`src/rtl/fifo_arb_pkg.sv`:
```
// Shared types and helpers for the FIFO write-port arbiter.
// Holds the arbiter state encoding, tag-width rule and round-robin pointer step.
package fifo_arb_pkg;

  typedef enum logic {
    IDLE  = 1'b0,
    BURST = 1'b1
  } arb_state_e;

  // A single requester still needs a 1-bit tag so the FIFO word layout stays fixed.
  function automatic int id_width(input int n);
    return (n <= 2) ? 1 : $clog2(n);
  endfunction

  function automatic int next_rr(input int idx, input int n);
    return (idx + 1 >= n) ? 0 : idx + 1;
  endfunction

endpackage

```
`src/rtl/fifo_wr_arbiter_rr_pick.sv`:
```
// Round-robin picker: first set request at or above i_start, wrapping at N-1 -> 0.
// Purely combinational, no backpressure of its own.
module rr_pick #(
  parameter int N   = 4,
  parameter int IDW = 2
) (
  input  logic [N-1:0]   i_req,
  input  logic [IDW-1:0] i_start,
  output logic           o_found,
  output logic [IDW-1:0] o_idx
);

  logic [2*N-1:0] req_dbl;
  logic [2*N-1:0] req_rot;
  int             sum;

  assign req_dbl = {i_req, i_req};
  assign req_rot = req_dbl >> i_start;

  // Scan from the far end so the last hit written is the nearest one to i_start.
  always_comb begin
    o_found = 1'b0;
    o_idx   = '0;
    sum     = 0;
    for (int k = N - 1; k >= 0; k--) begin
      if (req_rot[k]) begin
        sum     = int'(i_start) + k;
        o_found = 1'b1;
        o_idx   = IDW'((sum >= N) ? (sum - N) : sum);
      end
    end
  end

endmodule

```
`src/rtl/fifo_wr_arbiter.sv`:
```
// Round-robin burst arbiter sharing one FIFO write port; grant registered one cycle after request,
// writes are same-cycle handshakes. i_fifo_full stalls a held grant, almost_full only blocks new grants.
module fifo_wr_arbiter
  import fifo_arb_pkg::*;
#(
  parameter int  DATA_WIDTH = 8,
  parameter int  NUM_REQ    = 4,
  parameter int  MAX_BURST  = 4,
  localparam int ID_WIDTH   = id_width(NUM_REQ)
) (
  input  logic                         i_clk,
  input  logic                         i_s_rst_n,
  input  logic [NUM_REQ-1:0]           i_req_valid,
  input  logic [DATA_WIDTH-1:0]        i_req_data [NUM_REQ],
  input  logic [NUM_REQ-1:0]           i_req_last,
  output logic [NUM_REQ-1:0]           o_req_ready,
  output logic                         o_wr_en,
  output logic [ID_WIDTH+DATA_WIDTH-1:0] o_wr_data,
  input  logic                         i_fifo_full,
  input  logic                         i_fifo_almost_full,
  output logic [ID_WIDTH-1:0]          o_grant_id,
  output logic                         o_busy
);

  localparam int                   CNT_WIDTH   = $clog2(MAX_BURST + 1);
  localparam logic [CNT_WIDTH-1:0] BURST_LIMIT = CNT_WIDTH'(MAX_BURST);

  arb_state_e           state_q, state_d;
  logic [ID_WIDTH-1:0]  rr_ptr_q, rr_ptr_d;
  logic [ID_WIDTH-1:0]  grant_q, grant_d;
  logic [CNT_WIDTH-1:0] cnt_q, cnt_d;
  logic [CNT_WIDTH-1:0] cnt_inc;
  logic                 pick_found;
  logic [ID_WIDTH-1:0]  pick_idx;
  logic                 xfer;

  rr_pick #(
    .N   (NUM_REQ),
    .IDW (ID_WIDTH)
  ) u_rr_pick (
    .i_req   (i_req_valid),
    .i_start (rr_ptr_q),
    .o_found (pick_found),
    .o_idx   (pick_idx)
  );

  assign cnt_inc = cnt_q + CNT_WIDTH'(1);

  always_comb begin
    state_d     = state_q;
    rr_ptr_d    = rr_ptr_q;
    grant_d     = grant_q;
    cnt_d       = cnt_q;
    o_req_ready = '0;
    o_wr_en     = 1'b0;
    o_wr_data   = '0;
    xfer        = 1'b0;
    case (state_q)
      IDLE: begin
        if (pick_found && !i_fifo_full && !i_fifo_almost_full) begin
          grant_d = pick_idx;
          cnt_d   = '0;
          state_d = BURST;
        end
      end
      BURST: begin
        // Reset gates acceptance so a word offered during reset is never lost silently.
        o_req_ready[grant_q] = !i_fifo_full && i_s_rst_n;
        xfer = i_req_valid[grant_q] && o_req_ready[grant_q];
        if (xfer) begin
          o_wr_en   = 1'b1;
          o_wr_data = {grant_q, i_req_data[grant_q]};
          cnt_d     = cnt_inc;
          if (i_req_last[grant_q] || (cnt_inc == BURST_LIMIT)) begin
            state_d  = IDLE;
            rr_ptr_d = ID_WIDTH'(next_rr(int'(grant_q), NUM_REQ));
          end
        end else if (!i_req_valid[grant_q]) begin
          state_d  = IDLE;
          rr_ptr_d = ID_WIDTH'(next_rr(int'(grant_q), NUM_REQ));
        end
      end
      default: state_d = IDLE;
    endcase
  end

  always_ff @(posedge i_clk) begin
    if (!i_s_rst_n) begin
      state_q  <= IDLE;
      rr_ptr_q <= '0;
      grant_q  <= '0;
      cnt_q    <= '0;
    end else begin
      state_q  <= state_d;
      rr_ptr_q <= rr_ptr_d;
      grant_q  <= grant_d;
      cnt_q    <= cnt_d;
    end
  end

  assign o_grant_id = grant_q;
  assign o_busy     = (state_q == BURST);

endmodule

```
`config.mk`:
```
export PLATFORM = sky130hd
export DESIGN_NAME = fifo_wr_arbiter
export DESIGN_NICKNAME = d
export VERILOG_FILES = /design/src/rtl/fifo_arb_pkg.sv /design/src/rtl/fifo_wr_arbiter_rr_pick.sv /design/src/rtl/fifo_wr_arbiter.sv
export SDC_FILE = /design/constraint.sdc
export NUM_CORES = 1
export LEC_CHECK = 0
export CORE_ASPECT_RATIO = 0.75
export CORE_MARGIN = 2
export CORE_UTILIZATION = 35
export CTS_CLUSTER_SIZE = 40
export DETAILED_ROUTE_END_ITERATION = 8
export GPL_ROUTABILITY_DRIVEN = 0
export PLACE_DENSITY = 0.85
export SLEW_MARGIN = 0
export SYNTH_ARGS = -nofsm -noshare
export SYNTH_HDL_FRONTEND = slang
export SYNTH_SLANG_ARGS = --single-unit
```
`constraint.sdc`:
```
create_clock -name i_clk -period 2.5 [get_ports i_clk]
set_clock_uncertainty 0.1 [all_clocks]
set_input_delay 0.25 -clock i_clk [delete_from_list [all_inputs] [get_ports i_clk]]
set_output_delay 0.25 -clock i_clk [all_outputs]
set_load 0.1 [all_outputs]
```
==> flow_metrics.py, run 1 <==
metrics = {
    "run_status": {
        "status": "finished, final reports clean",
    },
    "setup_path": {
        "crit_chain": "buf_4 -> ha_4 -> mux4_2 -> nand3_4 -> inv_2 -> and2_4 -> buf_12",
        "required_ns": 2.15,
        "cp.arrival_ns": 2.06,
        "critPathKind": "register to output port",
        "cp_max_fo": 11,
        "startpoint_type": "register",
        "crit_path_top_delay_cell": "mux4_2",
        "cp-end-kind": "output port",
        "max_stage_delay_ns": 0.51,
    },
    "route": {
        "post_drt_wl_per_cell_um": 15.9,
        "drt_iter0_drc": 31,
        "via_count": 1007,
        "vias_per_cell": 5.06,
        "drcViolationCount": 0,
        "ant_nets": 0,
        "first_pass_iters": 4,
        "drt_wl_total_um": 3160,
    },
    "clock_network": {
        "path_clk_slew_ns": 0.06,
        "cts_sinks": 8,
        "h-tree-depth": 1,
        "cts_buffer_depth": 2,
        "clock_latency_ns": 0.26,
        "cts_buffers": 3,
        "cts_tree": "done",
        "clockRootBuffer": "clkbuf_4",
    },
    "timing": {
        "min_period_ns": 2.41,
        "fmax_mhz": 415,
        "setup_viol": 0,
        "hold_viol_final": 0,
        "drv_slew": 0,
        "slew_headroom": 0.776,
        "worst_hold_slack_ns": 0.391,
        "worst_pin_slew_ns": 0.331,
        "post-route-period-util": 0.963,
        "rsz0062_at_grt": "no",
        "tns_ns": 0,
    },
    "synth": {
        "ys_ff_latch": 8,
        "synthCells": 96,
        "yosys.area_share.simple": 0.212,
        "ys_seq_area_frac": 0.175,
        "synth_fa_ha_area_frac": 0.0959,
        "synth_edf_count": 0,
        "avgSynthCellArea_um2": 9.51,
        "synthArstFlopShare": 0,
        "synth_nets": 147,
        "synth_top_area_share": 0.271,
        "yosys.area.top_type": "mux4_2",
        "syn-cell-area_um2": 913,
        "ys.flop_type": "dfxtp_1",
        "synth_top_family_by_area": "multiplexers",
        "synthMuxAreaShare": 0.293,
        "yosys_warnings": 0,
        "synthXorXnorAreaFrac": 0.00959,
        "synth_compound_area_frac": 0.137,
        "synthTopCellsByArea": "mux4_2 (27%), dfxtp_1 (18%), ha_1 (9.6%), and2_1 (8.2%), nand2_1 (4.5%)",
        "ys_types": 31,
    },
    "cells_and_area": {
        "layout.nets": 215,
        "final_cell_area_mm2": 0.00184,
        "layout-drive-gt1-share": 0.374,
        "num_antenna_cells": 0,
        "areaGrowthSynthToFinish_pct": 101,
        "fill_cells": 185,
        "fin_util": 0.722,
    },
    "pwr": {
        "p_per_area_mw_per_mm2": 237,
        "total_power_w": 0.000436,
        "ir_worst_vdd_v": 0.000248,
        "leakagePower_nw": 0.744,
    },
    "grt": {
        "first_global_vias": 1019,
        "grt_pass1_wl_um": 4860,
        "antenna_found_initial": 0,
        "gr-usage-all-layers": 0.212,
        "grt_max_degree": 12,
        "grt_overflow": 0,
    },
    "floorplan": {
        "die_h_um": 48.2,
        "coreArea_mm2": 0.00254,
        "dieArea_mm2": 0.00304,
        "start_util": 0.359,
        "die_w_um": 63.0,
        "rows": 16,
        "io_pins": 62,
    },
    "placed_design": {
        "hpwl_um": 2570,
        "placed_cell_area_mm2": 0.00176,
        "portBuffers": 61,
    },
    "run": {
        "maxCapViolCount": 0,
    },
    "min_path": {
        "hp-class": "register to register",
    },
}
[final timing paths]
kind,startpoint,to,slack [ns],cells past startpoint
setup / recovery,o_grant_id[1],o_wr_data[1],0.09,7
hold / removal,cnt_q[1],cnt_q[1],0.39,2
setup reg to reg,o_grant_id[0],rr_ptr_q[0],0.55,5
hold reg to reg,cnt_q[1],cnt_q[1],0.39,2
[cells by family after synthesis]
kind of cell,after synthesis
multiplexers,13
AND/OR/NAND/NOR,36
buffers and inverters,14
flip-flops,8
XOR/XNOR,1
AO/OA/AOI/OAI,17
adder cells (fa/ha/maj),7
[registers in the layout, summed over array words and instances (netlist names)]
| signal | flops |
|---|---|
| o_busy | 1 |
| o_grant_id | 2 |
| cnt_q | 3 |
| rr_ptr_q | 2 |
[stage by stage]
step / worst slack [ns] / cells
detailed placement: 0.235 / 188
finish: 0.0932 / 199
CTS: 0.0805 / 199
global placement: 0.308 / 188
floorplan: -0.00633 / 96
global route: 0.0185 / 199
[synth_stat cells (2+ instances only)]
library cell / n
and2_1: 12
mux4_2: 11
nand2_1: 11
dfxtp_1: 8
ha_1: 7
inv_1: 7
nor2_1: 4
a21boi_1: 3
a21oi_1: 3
o21ai_0: 3
buf_2: 2
buf_6: 2
clkbuf_1: 2
mux2i_1: 2
nand2b_1: 2
nor2b_1: 2
[placed cells by master (no fill, tap or decap), types with 3 or more instances in the layout]
master            n
a21oi_1           3
buf_4            11
a21boi_1          3
clkdlybuf4s50_1  43
dfxtp_1           5
inv_1             5
ha_1              5
clkbuf_4          3
o21ai_0           3
and2_4            8
mux4_2           11
and2_1            4
nand2_1          11
buf_12           15
[worst max-delay path: cells and delay by family (launching register included)]
family | cells | cell delay, ns
AND/OR/NAND/NOR | 2 | 0.33
buffers and inverters | 3 | 0.43
adder cells (fa/ha/maj) | 1 | 0.15
multiplexers | 1 | 0.51
flip-flops | 1 | 0.37
[cell type report]
class / count / area (µm²) / share of cell area
clock buffer: 4 / 26.3 / 0.0143
inverter: 8 / 42.5 / 0.0232
multi-input combinational: 74 / 741 / 0.403
sequential: 8 / 169 / 0.0920
tap: 36 / 45.0 / 0.0245
timing repair buffer: 69 / 813 / 0.443
[what timing repair did]
item	CTS	global route
buffers inserted	7	0
setup endpoints to repair	8	0
hold buffers	0	0
gates resized for setup	0	0
[layer usage]
metal / GRT usage / up-vias / part of all wire
li1: - / 478 / -
met1: 0.245 / 467 / 0.39
met2: 0.415 / 59 / 0.51
met3: 0.0716 / 3 / 0.093
met4: 0.0133 / 0 / 0.0025
met5: 0 / - / 0
[where the power goes]
group / internal (W) / leakage, nW / total [W] / switching [W]
sequential: 0.000130 / 0.0667 / 0.000136 / 0.00000645
combinational: 0.000110 / 0.662 / 0.000187 / 0.0000766
clock: 0.0000615 / 0.0150 / 0.000113 / 0.0000512
(Power assumes the default switching activity.)
==> inputs of run 2 (changes only) <==
Settings changed: CORE_MARGIN 2 to 8.
==> run 2 against run 1 <==
- worst setup slack lost 0.016 ns
- flip-flop and latch count is the same
- hold slack lost 0.0075 ns
- largest cell class unchanged
- maximum frequency shrank 0.67%
- cell area shrank 0.82%
- core utilization shrank 0.59 points
- largest power group unchanged
- critical path depth is the same
- critical endpoint unchanged
- via count grew 0.70%
- register-to-register slack gained 0.03 ns
==> flow_metrics.py, run 2 (same netlist as run 1, synthesis figures left out) <==
metrics = {
    "floorplan": {
        "io_pins": 62,
        "rows": 16,
        "start_util": 0.359,
        "dieArea_mm2": 0.00452,
        "die_h_um": 60.2,
        "die_w_um": 75.0,
        "coreArea_mm2": 0.00254,
    },
    "route": {
        "ant_nets": 0,
        "post_drt_wl_per_cell_um": 18.2,
        "vias_per_cell": 5.15,
        "first_pass_iters": 4,
        "drt_wl_total_um": 3580,
        "drt_iter0_drc": 46,
        "via_count": 1014,
        "drcViolationCount": 0,
    },
    "min_path": {
        "hp-class": "register to register",
    },
    "grt": {
        "grt_pass1_wl_um": 5500,
        "antenna_found_initial": 0,
        "grt_overflow": 0,
        "first_global_vias": 1098,
        "gr-usage-all-layers": 0.163,
        "grt_max_degree": 13,
    },
    "setup_path": {
        "critPathKind": "register to output port",
        "cp_max_fo": 11,
        "cp-end-kind": "output port",
        "reg2reg_slack_ns": 0.58,
        "startpoint_type": "register",
        "cp.arrival_ns": 2.07,
        "required_ns": 2.15,
    },
    "placed_design": {
        "post-place-ws_ns": 0.246,
        "hpwl_um": 3020,
        "portBuffers": 61,
    },
    "cells_and_area": {
        "largest_reg_flops": 3,
        "final_cell_mix": "clkdlybuf4s50_1 (43), buf_12 (15), mux4_2 (11), nand2_1 (11), buf_4 (9)",
        "regMostFlops": "cnt_q",
        "num_antenna_cells": 0,
        "layout.nets": 213,
        "areaGrowthSynthToFinish_pct": 99.5,
        "fin_util": 0.717,
        "layout.cells.most_common": "clkdlybuf4s50_1",
        "layout-drive-gt1-share": 0.366,
    },
    "pwr": {
        "ir_worst_vdd_v": 0.000180,
        "switching_power_w": 0.000136,
        "p_sw_frac": 0.311,
        "internal-power_w": 0.000300,
        "leakagePower_nw": 0.733,
        "power_frac_comb": 0.427,
        "power.clock.fraction": 0.261,
        "pwr-share-seq": 0.312,
        "p_per_area_mw_per_mm2": 239,
    },
    "timing": {
        "worst_pin_slew_ns": 0.332,
        "hold_viol_final": 0,
        "setup_viol": 0,
        "min_period_ns": 2.42,
        "post-route-period-util": 0.969,
        "rsz0062_at_grt": "no",
        "layout_setup_ws_ns": 0.0769,
        "fmax_mhz": 413,
        "drv_slew": 0,
        "slew_headroom": 0.776,
    },
    "clock_network": {
        "clockRootBuffer": "clkbuf_4",
        "cts_buffers": 3,
        "clock_latency_ns": 0.26,
        "path_clk_slew_ns": 0.06,
        "cts_tree": "done",
        "holdBufCountCts": 0,
        "cts_buffer_depth": 2,
        "cts_sinks": 8,
        "h-tree-depth": 1,
    },
    "run_status": {
        "status": "finished, final reports clean",
    },
    "run": {
        "maxCapViolCount": 0,
    },
}
[run 2: cell types whose count changed in the layout (fill, tap and decap cells not counted), sizes merged]
| cell | change |
|---|---|
| buf | -2 |
[run 2: metrics by stage]
stage	instances	cell area (µm²)	power [W]	hold slack, ns	TNS, ns
floorplan	96	1030	0.000233	0.346	-0.0127
global placement	188	1760	0.000315	0.365	0
detailed placement	188	1760	0.000321	0.378	0
CTS	197	1820	0.000441	0.387	0
global route	197	1820	0.000458	0.437	0
finish	197	1820	0.000436	0.383	0
[run 2: routing by layer]
layer / GRT usage / part of all wire / vias to the layer above
li1: - / - / 479
met1: 0.180 / 0.42 / 477
met2: 0.289 / 0.46 / 56
met3: 0.0570 / 0.10 / 2
met4: 0.0361 / 0.0075 / 0
met5: 0 / 0 / -
[run 2: worst max-delay path, stage by stage (launching register included)]
cell and delay, ns:
dfxtp_4 0.37, buf_4 0.15, ha_4 0.15, mux4_2 0.51, nand3_4 0.15, inv_2 0.12, and2_4 0.19, buf_12 0.16
[run 2: cell type report]
type,count,area [µm²]
repair buffers,67,798
multi-input cells,74,741
fillers,191,721
flip-flops and latches,8,169
well taps,36,45.0
inverters,8,42.5
clock buffers,4,26.3
[run 2: power groups by stage]
stage / sequential (W) / clock [W] / combinational, W
finish: 0.000136 / 0.000114 / 0.000186
global route: 0.000137 / 0.000123 / 0.000198
floorplan: 0.000151 / 0 / 0.0000816
global placement: 0.000144 / 0 / 0.000171
CTS: 0.000136 / 0.000118 / 0.000187
detailed placement: 0.000145 / 0 / 0.000176
[run 2: timing repair]
action                     in CTS  in global routing
buffers inserted                5                  0
setup endpoints to repair       8                  0
gates resized for setup         0                  0
[run 2: worst paths after layout]
check           startpoint      endpoint  cells past startpoint
max          o_grant_id[1]  o_wr_data[1]                      7
min               cnt_q[2]      cnt_q[2]                      2
max reg2reg  o_grant_id[0]   rr_ptr_q[0]                      5
min reg2reg       cnt_q[2]      cnt_q[2]                      2
==> inputs of run 3 (changes only) <==
Settings changed: CORE_UTILIZATION 35 to 36, DONT_BUFFER_PORTS from default to 1, PLACE_DENSITY 0.85 to 0.56.
==> run 3 against run 2 <==
- combinational power down 44%
- sequential share of layout area is 5.1 points higher
- clock-buffer cell count unchanged
- hold slack got worse by 0.38 ns
- critical path depth is 1 lower
- routed wire length shrank 20%
- cell area down 36%
- die area is 2.1% lower
- register-to-register slack better by 0.03 ns
- final cell count is 26% lower
- power down 18%
- critical path type unchanged
- largest cell class is now multi-input combinational cells
==> flow_metrics.py, run 3 (same netlist as run 1, synthesis figures left out) <==
metrics = {
    "cells_and_area": {
        "final_cell_mix": "buf_4 (15), mux4_2 (11), nand2_1 (11), and2_4 (8)",
        "areaGrowthSynthToFinish_pct": 28.5,
        "largest_reg_flops": 3,
        "layout.cells.most_common": "buf_4",
        "layout-drive-gt1-share": 0.468,
        "num_antenna_cells": 0,
        "regMostFlops": "cnt_q",
        "fill_cells": 214,
        "layout.nets": 163,
    },
    "setup_path": {
        "cp_max_fo": 11,
        "critPathKind": "register to output port",
        "max_stage_delay_ns": 0.50,
        "crit_path_top_delay_cell": "mux4_2",
        "critical_path_buf_inv_count": 2,
        "required_ns": 2.15,
        "startpoint_type": "register",
        "cp.arrival_ns": 2.01,
        "crit_family": "multiplexers",
        "cp-end-kind": "output port",
        "crit_chain": "buf_4 -> ha_4 -> mux4_2 -> nand3_4 -> inv_2 -> and2_4",
    },
    "grt": {
        "first_global_vias": 787,
        "gr-usage-all-layers": 0.130,
        "grt_max_degree": 18,
        "grt_pass1_wl_um": 4200,
        "grt_overflow": 0,
        "antenna_found_initial": 0,
    },
    "pwr": {
        "p_sw_frac": 0.336,
        "p_per_area_mw_per_mm2": 305,
        "ir_worst_vdd_v": 0.000190,
        "leakagePower_nw": 0.492,
        "internal-power_w": 0.000238,
        "pwr-share-seq": 0.381,
        "power.clock.fraction": 0.329,
        "power_frac_comb": 0.290,
        "switching_power_w": 0.000120,
        "total_power_w": 0.000358,
    },
    "run": {
        "maxCapViolCount": 0,
    },
    "floorplan": {
        "rows": 15,
        "coreArea_mm2": 0.00235,
        "die_h_um": 59.6,
        "dieArea_mm2": 0.00442,
        "start_util": 0.389,
        "die_w_um": 74.2,
        "io_pins": 62,
    },
    "clock_network": {
        "clockRootBuffer": "clkbuf_4",
        "cts_sinks": 8,
        "clock_latency_ns": 0.28,
        "cts_tree": "done",
        "h-tree-depth": 1,
        "post_cts_resized": 0,
        "cts_buffer_depth": 2,
        "path_clk_slew_ns": 0.07,
        "cts_buffers": 3,
        "holdBufCountCts": 0,
        "cts_setup_buffers": 0,
    },
    "timing": {
        "hold_viol_final": 0,
        "drv_slew": 0,
        "worst_pin_slew_ns": 0.288,
        "rsz0062_at_grt": "no",
        "fmax_mhz": 424,
        "setup_viol": 0,
        "slew_headroom": 0.806,
        "min_period_ns": 2.36,
        "layout_setup_ws_ns": 0.140,
        "post-route-period-util": 0.944,
    },
    "placed_design": {
        "hpwl_um": 2340,
        "post-place-ws_ns": 0.351,
        "portBuffers": 0,
    },
    "route": {
        "ant_nets": 0,
        "drcViolationCount": 0,
        "via_count": 764,
        "drt_iter0_drc": 30,
        "vias_per_cell": 5.27,
        "post_drt_wl_per_cell_um": 19.8,
        "drt_wl_total_um": 2870,
        "first_pass_iters": 4,
    },
    "run_status": {
        "status": "finished, final reports clean",
    },
    "min_path": {
        "hp-class": "input pin to register",
    },
}
[run 3: per-stage QoR]
stage          TNS, ns  cells  hold WS (ns)  utilization  cell area, µm²
5_1_grt              0    145       0.00441        0.500            1170
3_5_place_dp         0    134         0.299        0.467            1090
3_3_place_gp         0    134         0.295        0.467            1090
6_report             0    145       0.00504        0.500            1170
2_1_floorplan  -0.0127     96         0.346            -            1030
4_1_cts              0    138       0.00112        0.478            1120
[run 3: power by group through the flow]
stage               clock network, W   logic, W  registers (W)
finish                      0.000118   0.000104       0.000136
detailed placement                 0  0.0000950       0.000144
floorplan                          0  0.0000816       0.000151
global placement                   0  0.0000932       0.000144
global route                0.000128   0.000111       0.000137
CTS                         0.000121  0.0000952       0.000141
[run 3: worst paths after layout]
check,startpoint,end,slack (ns),cells after the start
worst max-delay path,o_grant_id[1],o_wr_data[1],0.14,6
worst min-delay path,i_s_rst_n,rr_ptr_q[0],0.005,2
worst max register to register,o_grant_id[0],rr_ptr_q[1],0.61,5
worst min register to register,rr_ptr_q[0],rr_ptr_q[0],0.38,2
[run 3: per-layer routing]
| layer | share of wire | routed length, µm | up-vias | track usage |
|---|---|---|---|---|
| li1 | - | - | 375 | - |
| met2 | 0.57 | 1640 | 21 | 0.224 |
| met3 | 0.071 | 205 | 4 | 0.0659 |
| met4 | 0.0080 | 23 | 0 | 0.0425 |
| met5 | 0 | 0 | - | 0 |
| met1 | 0.35 | 998 | 364 | 0.133 |
[run 3: cell type report]
class | count | area, µm² | share of cell area
clock buffers | 4 | 26.3 | 0.0224
inverters | 8 | 42.5 | 0.0362
multi-input cells | 74 | 741 | 0.631
well taps | 34 | 42.5 | 0.0362
repair buffers | 17 | 153 | 0.130
flip-flops and latches | 8 | 169 | 0.144
[run 3: worst register-to-register path: stages (launching register included)]
cell and delay (ns):
dfxtp_4 0.42, buf_4 0.21, mux4_2 0.52, a21oi_2 0.16, a2bb2oi_2 0.23, mux2i_1 0.19
